$ cat src/rtl/uart_tx_fifo.sv
// UART transmitter with a small write FIFO in front of it.
// Frame format (5-8 data bits, optional parity, 1 or 2 stop bits) is latched per frame.
module uart_tx_fifo #(
    parameter int DIV_WIDTH  = 16,
    parameter int FIFO_DEPTH = 8
) (
    input  logic                         clk_i,
    input  logic                         rst_n_i,
    output logic                         tx_o,
    output logic                         busy_o,
    input  logic                         cfg_en_i,
    input  logic [DIV_WIDTH-1:0]         cfg_div_i,
    input  logic                         cfg_parity_en_i,
    input  logic [1:0]                   cfg_parity_sel_i,
    input  logic [1:0]                   cfg_bits_i,
    input  logic                         cfg_stop_bits_i,
    input  logic                         cfg_break_i,
    input  logic                         fifo_clr_i,
    input  logic [7:0]                   tx_data_i,
    input  logic                         tx_valid_i,
    output logic                         tx_ready_o,
    output logic [$clog2(FIFO_DEPTH):0]  fifo_cnt_o,
    output logic                         fifo_empty_o,
    output logic                         fifo_full_o,
    output logic                         tx_done_o
);
    localparam int AW = $clog2(FIFO_DEPTH);
    localparam logic [AW:0] FULL_CNT = (AW+1)'(FIFO_DEPTH);

    typedef enum logic [2:0] {IDLE, START, DATA, PARITY, STOP1, STOP2} state_e;

    logic [7:0]    mem_q [FIFO_DEPTH];
    logic [AW-1:0] wr_ptr_q, rd_ptr_q;
    logic [AW:0]   cnt_q, cnt_d;
    logic [7:0]    rd_data;
    logic          push, pop;

    state_e               state_q, state_d;
    logic [DIV_WIDTH-1:0] baud_q, baud_d;
    logic [7:0]           shr_q, shr_d;
    logic [2:0]           bitn_q, bitn_d;
    logic [1:0]           bits_q, bits_d;
    logic                 par_en_q, par_en_d;
    logic [1:0]           par_sel_q, par_sel_d;
    logic                 stop2_q, stop2_d;
    logic                 par_q, par_d;
    logic                 tx_q, tx_d;
    logic                 busy_q, busy_d;
    logic                 done_q, done_d;

    logic       bit_end, start_ok, launch;
    logic [2:0] last_idx;
    logic [7:0] data_m;

    assign fifo_cnt_o   = cnt_q;
    assign fifo_empty_o = (cnt_q == '0);
    assign fifo_full_o  = (cnt_q == FULL_CNT);
    assign tx_ready_o   = cfg_en_i & ~fifo_full_o & ~fifo_clr_i;
    assign push         = tx_valid_i & tx_ready_o;
    assign rd_data      = mem_q[rd_ptr_q];

    assign tx_o      = tx_q;
    assign busy_o    = busy_q;
    assign tx_done_o = done_q;

    // ---------------- FIFO ----------------
    always_ff @(posedge clk_i) begin
        if (push) mem_q[wr_ptr_q] <= tx_data_i;
    end

    always_comb begin
        cnt_d = cnt_q;
        if (fifo_clr_i) begin
            cnt_d = '0;
        end else begin
            case ({push, pop})
                2'b10:   cnt_d = cnt_q + 1'b1;
                2'b01:   cnt_d = cnt_q - 1'b1;
                default: cnt_d = cnt_q;
            endcase
        end
    end

    always_ff @(posedge clk_i or negedge rst_n_i) begin
        if (!rst_n_i) begin
            wr_ptr_q <= '0;
            rd_ptr_q <= '0;
            cnt_q    <= '0;
        end else begin
            cnt_q <= cnt_d;
            if (fifo_clr_i) begin
                wr_ptr_q <= '0;
                rd_ptr_q <= '0;
            end else begin
                if (push) wr_ptr_q <= wr_ptr_q + 1'b1;
                if (pop)  rd_ptr_q <= rd_ptr_q + 1'b1;
            end
        end
    end

    // ---------------- transmitter FSM ----------------
    always_comb begin
        state_d   = state_q;
        baud_d    = baud_q;
        shr_d     = shr_q;
        bitn_d    = bitn_q;
        bits_d    = bits_q;
        par_en_d  = par_en_q;
        par_sel_d = par_sel_q;
        stop2_d   = stop2_q;
        par_d     = par_q;
        pop       = 1'b0;
        launch    = 1'b0;
        tx_d      = 1'b1;
        busy_d    = 1'b0;
        done_d    = 1'b0;
        bit_end   = (baud_q >= cfg_div_i);
        start_ok  = cfg_en_i & ~fifo_empty_o & ~cfg_break_i & ~fifo_clr_i;
        last_idx  = 3'd4 + {1'b0, bits_q};
        data_m    = rd_data & (8'hFF >> (2'd3 - cfg_bits_i));

        if (state_q != IDLE) baud_d = bit_end ? '0 : baud_q + 1'b1;

        // IDLE and the end of the final stop bit share the launch path, so
        // consecutive frames chain with no idle cycle between them.
        case (state_q)
            IDLE:   launch = 1'b1;
            START:  if (bit_end) state_d = DATA;
            DATA: begin
                if (bit_end) begin
                    shr_d  = shr_q >> 1;
                    bitn_d = bitn_q + 1'b1;
                    if (bitn_q == last_idx) begin
                        bitn_d  = '0;
                        state_d = par_en_q ? PARITY : STOP1;
                    end
                end
            end
            PARITY: if (bit_end) state_d = STOP1;
            STOP1: begin
                if (bit_end) begin
                    if (stop2_q) state_d = STOP2;
                    else         launch  = 1'b1;
                end
            end
            STOP2:   if (bit_end) launch = 1'b1;
            default: state_d = IDLE;
        endcase

        if (launch) begin
            state_d = IDLE;
            if (start_ok) begin
                pop       = 1'b1;
                state_d   = START;
                baud_d    = '0;
                shr_d     = data_m;
                bitn_d    = '0;
                bits_d    = cfg_bits_i;
                par_en_d  = cfg_parity_en_i;
                par_sel_d = cfg_parity_sel_i;
                stop2_d   = cfg_stop_bits_i;
                par_d     = ^data_m;
            end
        end

        if (!cfg_en_i) begin
            state_d = IDLE;
            baud_d  = '0;
        end

        // Outputs are registered: derive them from the next state.
        case (state_d)
            IDLE:  tx_d = ~(cfg_en_i & cfg_break_i);
            START: tx_d = 1'b0;
            DATA:  tx_d = shr_d[0];
            PARITY: begin
                case (par_sel_d)
                    2'b00:   tx_d = ~par_d;
                    2'b01:   tx_d = par_d;
                    2'b10:   tx_d = 1'b0;
                    default: tx_d = 1'b1;
                endcase
            end
            default: tx_d = 1'b1;
        endcase
        busy_d = (state_d != IDLE);
        done_d = ((state_d == STOP1 && !stop2_d) || state_d == STOP2) &&
                 (baud_d >= cfg_div_i);
    end

    always_ff @(posedge clk_i or negedge rst_n_i) begin
        if (!rst_n_i) begin
            state_q   <= IDLE;
            baud_q    <= '0;
            shr_q     <= '0;
            bitn_q    <= '0;
            bits_q    <= '0;
            par_en_q  <= 1'b0;
            par_sel_q <= '0;
            stop2_q   <= 1'b0;
            par_q     <= 1'b0;
            tx_q      <= 1'b1;
            busy_q    <= 1'b0;
            done_q    <= 1'b0;
        end else begin
            state_q   <= state_d;
            baud_q    <= baud_d;
            shr_q     <= shr_d;
            bitn_q    <= bitn_d;
            bits_q    <= bits_d;
            par_en_q  <= par_en_d;
            par_sel_q <= par_sel_d;
            stop2_q   <= stop2_d;
            par_q     <= par_d;
            tx_q      <= tx_d;
            busy_q    <= busy_d;
            done_q    <= done_d;
        end
    end

endmodule

$ cat config.mk
export PLATFORM = sky130hd
export DESIGN_NAME = uart_tx_fifo
export DESIGN_NICKNAME = d
export VERILOG_FILES = /design/src/rtl/uart_tx_fifo.sv
export SDC_FILE = /design/constraint.sdc
export NUM_CORES = 1
export LEC_CHECK = 0
export ABC_AREA = 1
export CAP_MARGIN = 5
export CORE_AREA = 5 5 167 169
export DETAILED_ROUTE_END_ITERATION = 16
export DIE_AREA = 0 0 172 174
export GPL_TIMING_DRIVEN = 0
export PLACE_DENSITY_LB_ADDON = 0.08
export SETUP_SLACK_MARGIN = 0.1
export SLEW_MARGIN = 30
export SYNTH_ARGS = -nofsm -noshare
export SYNTH_HDL_FRONTEND = slang
export SYNTH_SLANG_ARGS = --single-unit
$ cat constraint.sdc
create_clock -name clk_i -period 9 [get_ports clk_i]
set_clock_uncertainty 0.1 [all_clocks]
set_input_delay 1.35 -clock clk_i [delete_from_list [all_inputs] [get_ports clk_i]]
set_output_delay 1.35 -clock clk_i [all_outputs]
set_load 0.03 [all_outputs]
==> impl_metrics.env <==
export IMPL_r2r_start="baud_q[0]"
export IMPL_worstPathMaxFanout=10
export IMPL_clock_path_buffers=2
export IMPL_synth_most_common_cell="nand2_1"
export IMPL_slew_viol_final=0
export IMPL_rrSetupSlack_ns=5.12
export IMPL_period_minus_slack_ns=4.89
export IMPL_ant_nets=0
export IMPL_internal_power_mw=1.18
export IMPL_setup_viol=0
export IMPL_crit_required_ns=9.25
export IMPL_startpoint_type="input port"
export IMPL_numCtsBuffers=17
export IMPL_layout_nets=912
export IMPL_clockPowerShare_pct=38.3
export IMPL_yosys_warnings=0
export IMPL_gp_congestion=0.726
export IMPL_max_freq_mhz=205
export IMPL_overflow=0
export IMPL_cp_arrival_ns=5.14
export IMPL_yosysTopAreaCell="edfxtp_1"
export IMPL_synth_common_cells="241 x nand2_1, 113 x inv_1, 64 x edfxtp_1, 62 x nand3_1, 57 x nor2_1"
export IMPL_tightest_slew_ns=0.876
export IMPL_dr_pass1_iters=6
export IMPL_cellPowerDensity_mw_per_mm2=221
export IMPL_dieWidth_um=172
export IMPL_fin_util_pct=30.1
export IMPL_drv_cap=0
export IMPL_min_delay_start="par_q"
export IMPL_io_pins=46
export IMPL_timing_final_crit_share_pct=54.3
export IMPL_synth_area_mm2=0.00646
export IMPL_combPwrFrac_pct=25.3
export IMPL_dr_first_iter_drc_count=212
export IMPL_crit_type="in2reg"
export IMPL_cts_resized_gates=0
export IMPL_syn_inst=772
export IMPL_synth_seq_cells=114
export IMPL_seqPwrFrac_pct=36.5
export IMPL_post_dp_hpwl_um=12600
export IMPL_grt_pass1_wl_um=27700
export IMPL_p_sw_mw=0.574
export IMPL_finalSetupTns_ns=0
export IMPL_cts_setup_buffers=0
export IMPL_worst_setup_path_end_kind="flip-flop"
export IMPL_p_sw_share_pct=32.6
export IMPL_wl_um=17300
export IMPL_diodes=0
export IMPL_rsz0062_at_grt="false"
export IMPL_core_area_mm2=0.0264
export IMPL_io_buffers=45
export IMPL_final_setup_worst_slack_ns=4.11
export IMPL_reg2reg_depth=22
export IMPL_num_vias=5022
export IMPL_grt_antenna_before_repair=0
export IMPL_syn_num_nets=847
export IMPL_synth_area_leaders="edfxtp_1 30%, dfrtp_1 19%, nand2_1 14%, ha_1 7.4%, inv_1 6.6%"
export IMPL_synthToLayoutAreaGrowth_pct=23.2
export IMPL_synth_edf_count=64
export IMPL_status="finished, final reports clean"
export IMPL_avgSynthCellArea_um2=8.36
export IMPL_vias_per_cell=4.22
export IMPL_report_final_hold_viol_count=0
export IMPL_clockRootBuffer="clkbuf_16"
export IMPL_synth_distinct_cells=41
export IMPL_drc_errors=0
export IMPL_synthArstFlopShare_pct=43.9
export IMPL_drive_gt1_share_pct=8.47
export IMPL_htreeDepth=4
export IMPL_hold_path_class="reg2reg"
export IMPL_hold_path_depth=2
export IMPL_clk_latency_ns=0.41
export IMPL_slew_headroom_pct=41.4
export IMPL_die_area_mm2=0.0299
export IMPL_rows=60
export IMPL_wire_per_inst_um=14.5
export IMPL_grt_max_degree=36
export IMPL_path_clk_slew_ns=0.06
export IMPL_dieHeight_um=174
export IMPL_p_leak_nw=3.70
export IMPL_synth_main_ff_cell="edfxtp_1"
export IMPL_fill_cells=2858
export IMPL_clkSinkCount=114
export IMPL_cts_tree="built"
export IMPL_synth_seq_area_share_pct=49.2
export IMPL_yosysTopAreaCellShare_pct=29.8
export IMPL_initial_core_util_pct=24.4
export IMPL_hold_path_endpoint="par_q"
export IMPL_first_global_vias=5167
export IMPL_peakVddDrop_mv=0.0760
export IMPL_pre_cts_ws_ns=3.46
export IMPL_grtUsageTotal_pct=12.1
export IMPL_r2r_end="tx_done_o"
export IMPL_cts_hold_buf=0
[flip-flops by register name, summed over array words and instances, names as in the netlist]
signal,cells
par_en_q,1
par_sel_q,2
state_q,3
stop2_q,1
baud_q,16
bitn_q,3
mem_q,64
tx_done_o,1
bits_q,2
wr_ptr_q,3
shr_q,8
fifo_cnt_o,4
par_q,1
rd_ptr_q,3
tx_o,1
busy_o,1
[layer usage]
metal	vias up	global-route usage, %	part of all wire (%)
li1	2641	-	-
met2	75	21.1	51
met5	-	0	0
met3	17	2.32	3.7
met4	0	3.64	1.4
met1	2289	15.0	44
[power by group through the flow]
stage / sequential, mW / clock (mW) / combinational, mW
after global placement: 0.651 / 0 / 0.453
final: 0.641 / 0.673 / 0.444
after CTS: 0.641 / 0.693 / 0.455
after global routing: 0.649 / 0.714 / 0.513
after floorplan: 0.663 / 0 / 0.289
after detailed placement: 0.651 / 0 / 0.452
[cell usage in the layout, fill, tap and decap left out, types with 2 or more instances in the layout]
master / count
inv_1: 113
clkinvlp_4: 3
clkbuf_16: 17
bufinv_16: 2
nor2_2: 9
xnor2_1: 4
nand2_1: 241
dfrtp_1: 49
buf_2: 7
buf_6: 7
inv_6: 4
clkinv_1: 2
nand4_1: 8
xor2_1: 8
o21ai_1: 12
inv_2: 2
o21ai_0: 24
buf_4: 5
nand3_1: 62
clkdlybuf4s50_1: 44
o22ai_1: 3
o211ai_1: 3
a21oi_1: 26
nor3_1: 6
ha_1: 38
clkinv_4: 5
nor3b_1: 5
edfxtp_1: 64
a31oi_1: 3
and3_1: 2
nand2_2: 4
nor2_1: 51
o21a_1: 2
[how the worst max path moves through the flow]
stage | from | endpoint | depth (start not counted) | slack [ns]
floorplan | cfg_div_i[11] | tx_done_o | 21 | 4.96
global placement | cfg_div_i[15] | tx_done_o | 19 | 3.40
detailed placement | cfg_div_i[1] | tx_done_o | 23 | 3.46
CTS | cfg_div_i[15] | tx_done_o | 19 | 3.89
global route | cfg_div_i[1] | tx_done_o | 23 | 3.68
finish | cfg_div_i[15] | tx_done_o | 19 | 4.11
[layout make-up]
type	count	area [µm²]	share of cell area (%)
Inverter	117	444	5.59
Sequential cell	114	3170	39.9
Clock buffer	18	429	5.40
Tap cell	341	427	5.37
Multi-Input combinational cell	523	2710	34.1
Timing Repair Buffer	46	468	5.88
Buffer	18	144	1.81
Clock inverter	14	156	1.97
[cells by family (layout without fill, tap and decap cells)]
logic type / after synthesis / after routing / share of synthesized area [%]
xor+xnor: 12 / 12 / 1.63
compound gates: 80 / 80 / 7.01
fa+ha+maj: 39 / 39 / 7.67
simple gates: 392 / 392 / 25.4
buf+inv: 135 / 213 / 9.11
flops: 114 / 114 / 49.2
[worst max-delay path: stages]
cell and delay [ns]:
clkdlybuf4s50_1 0.46, inv_1 0.07, ha_1 0.32, nand4_1 0.15, nor3_1 0.19, nand2_1 0.09
nand2_2 0.16, nand2_2 0.11, a21oi_4 0.22, inv_2 0.13, nand2_1 0.26, buf_2 0.32
a211oi_1 0.10, ha_1 0.31, nand2_1 0.08, nor2_1 0.15, nand4_1 0.15, o311ai_0 0.33
and3_1 0.20
[through the flow]
| stage | std cells | instance area (µm²) | power (mW) | hold slack (ns) |
|---|---|---|---|---|
| after CTS | 1191 | 7950 | 1.79 | 0.405 |
| after floorplan | 772 | 6460 | 0.952 | 0.363 |
| after detailed placement | 1159 | 7370 | 1.10 | 0.390 |
| after global routing | 1191 | 7950 | 1.88 | 0.442 |
| after global placement | 1158 | 7330 | 1.10 | 0.384 |
| final | 1191 | 7950 | 1.76 | 0.403 |
(Power assumes the default switching activity.)
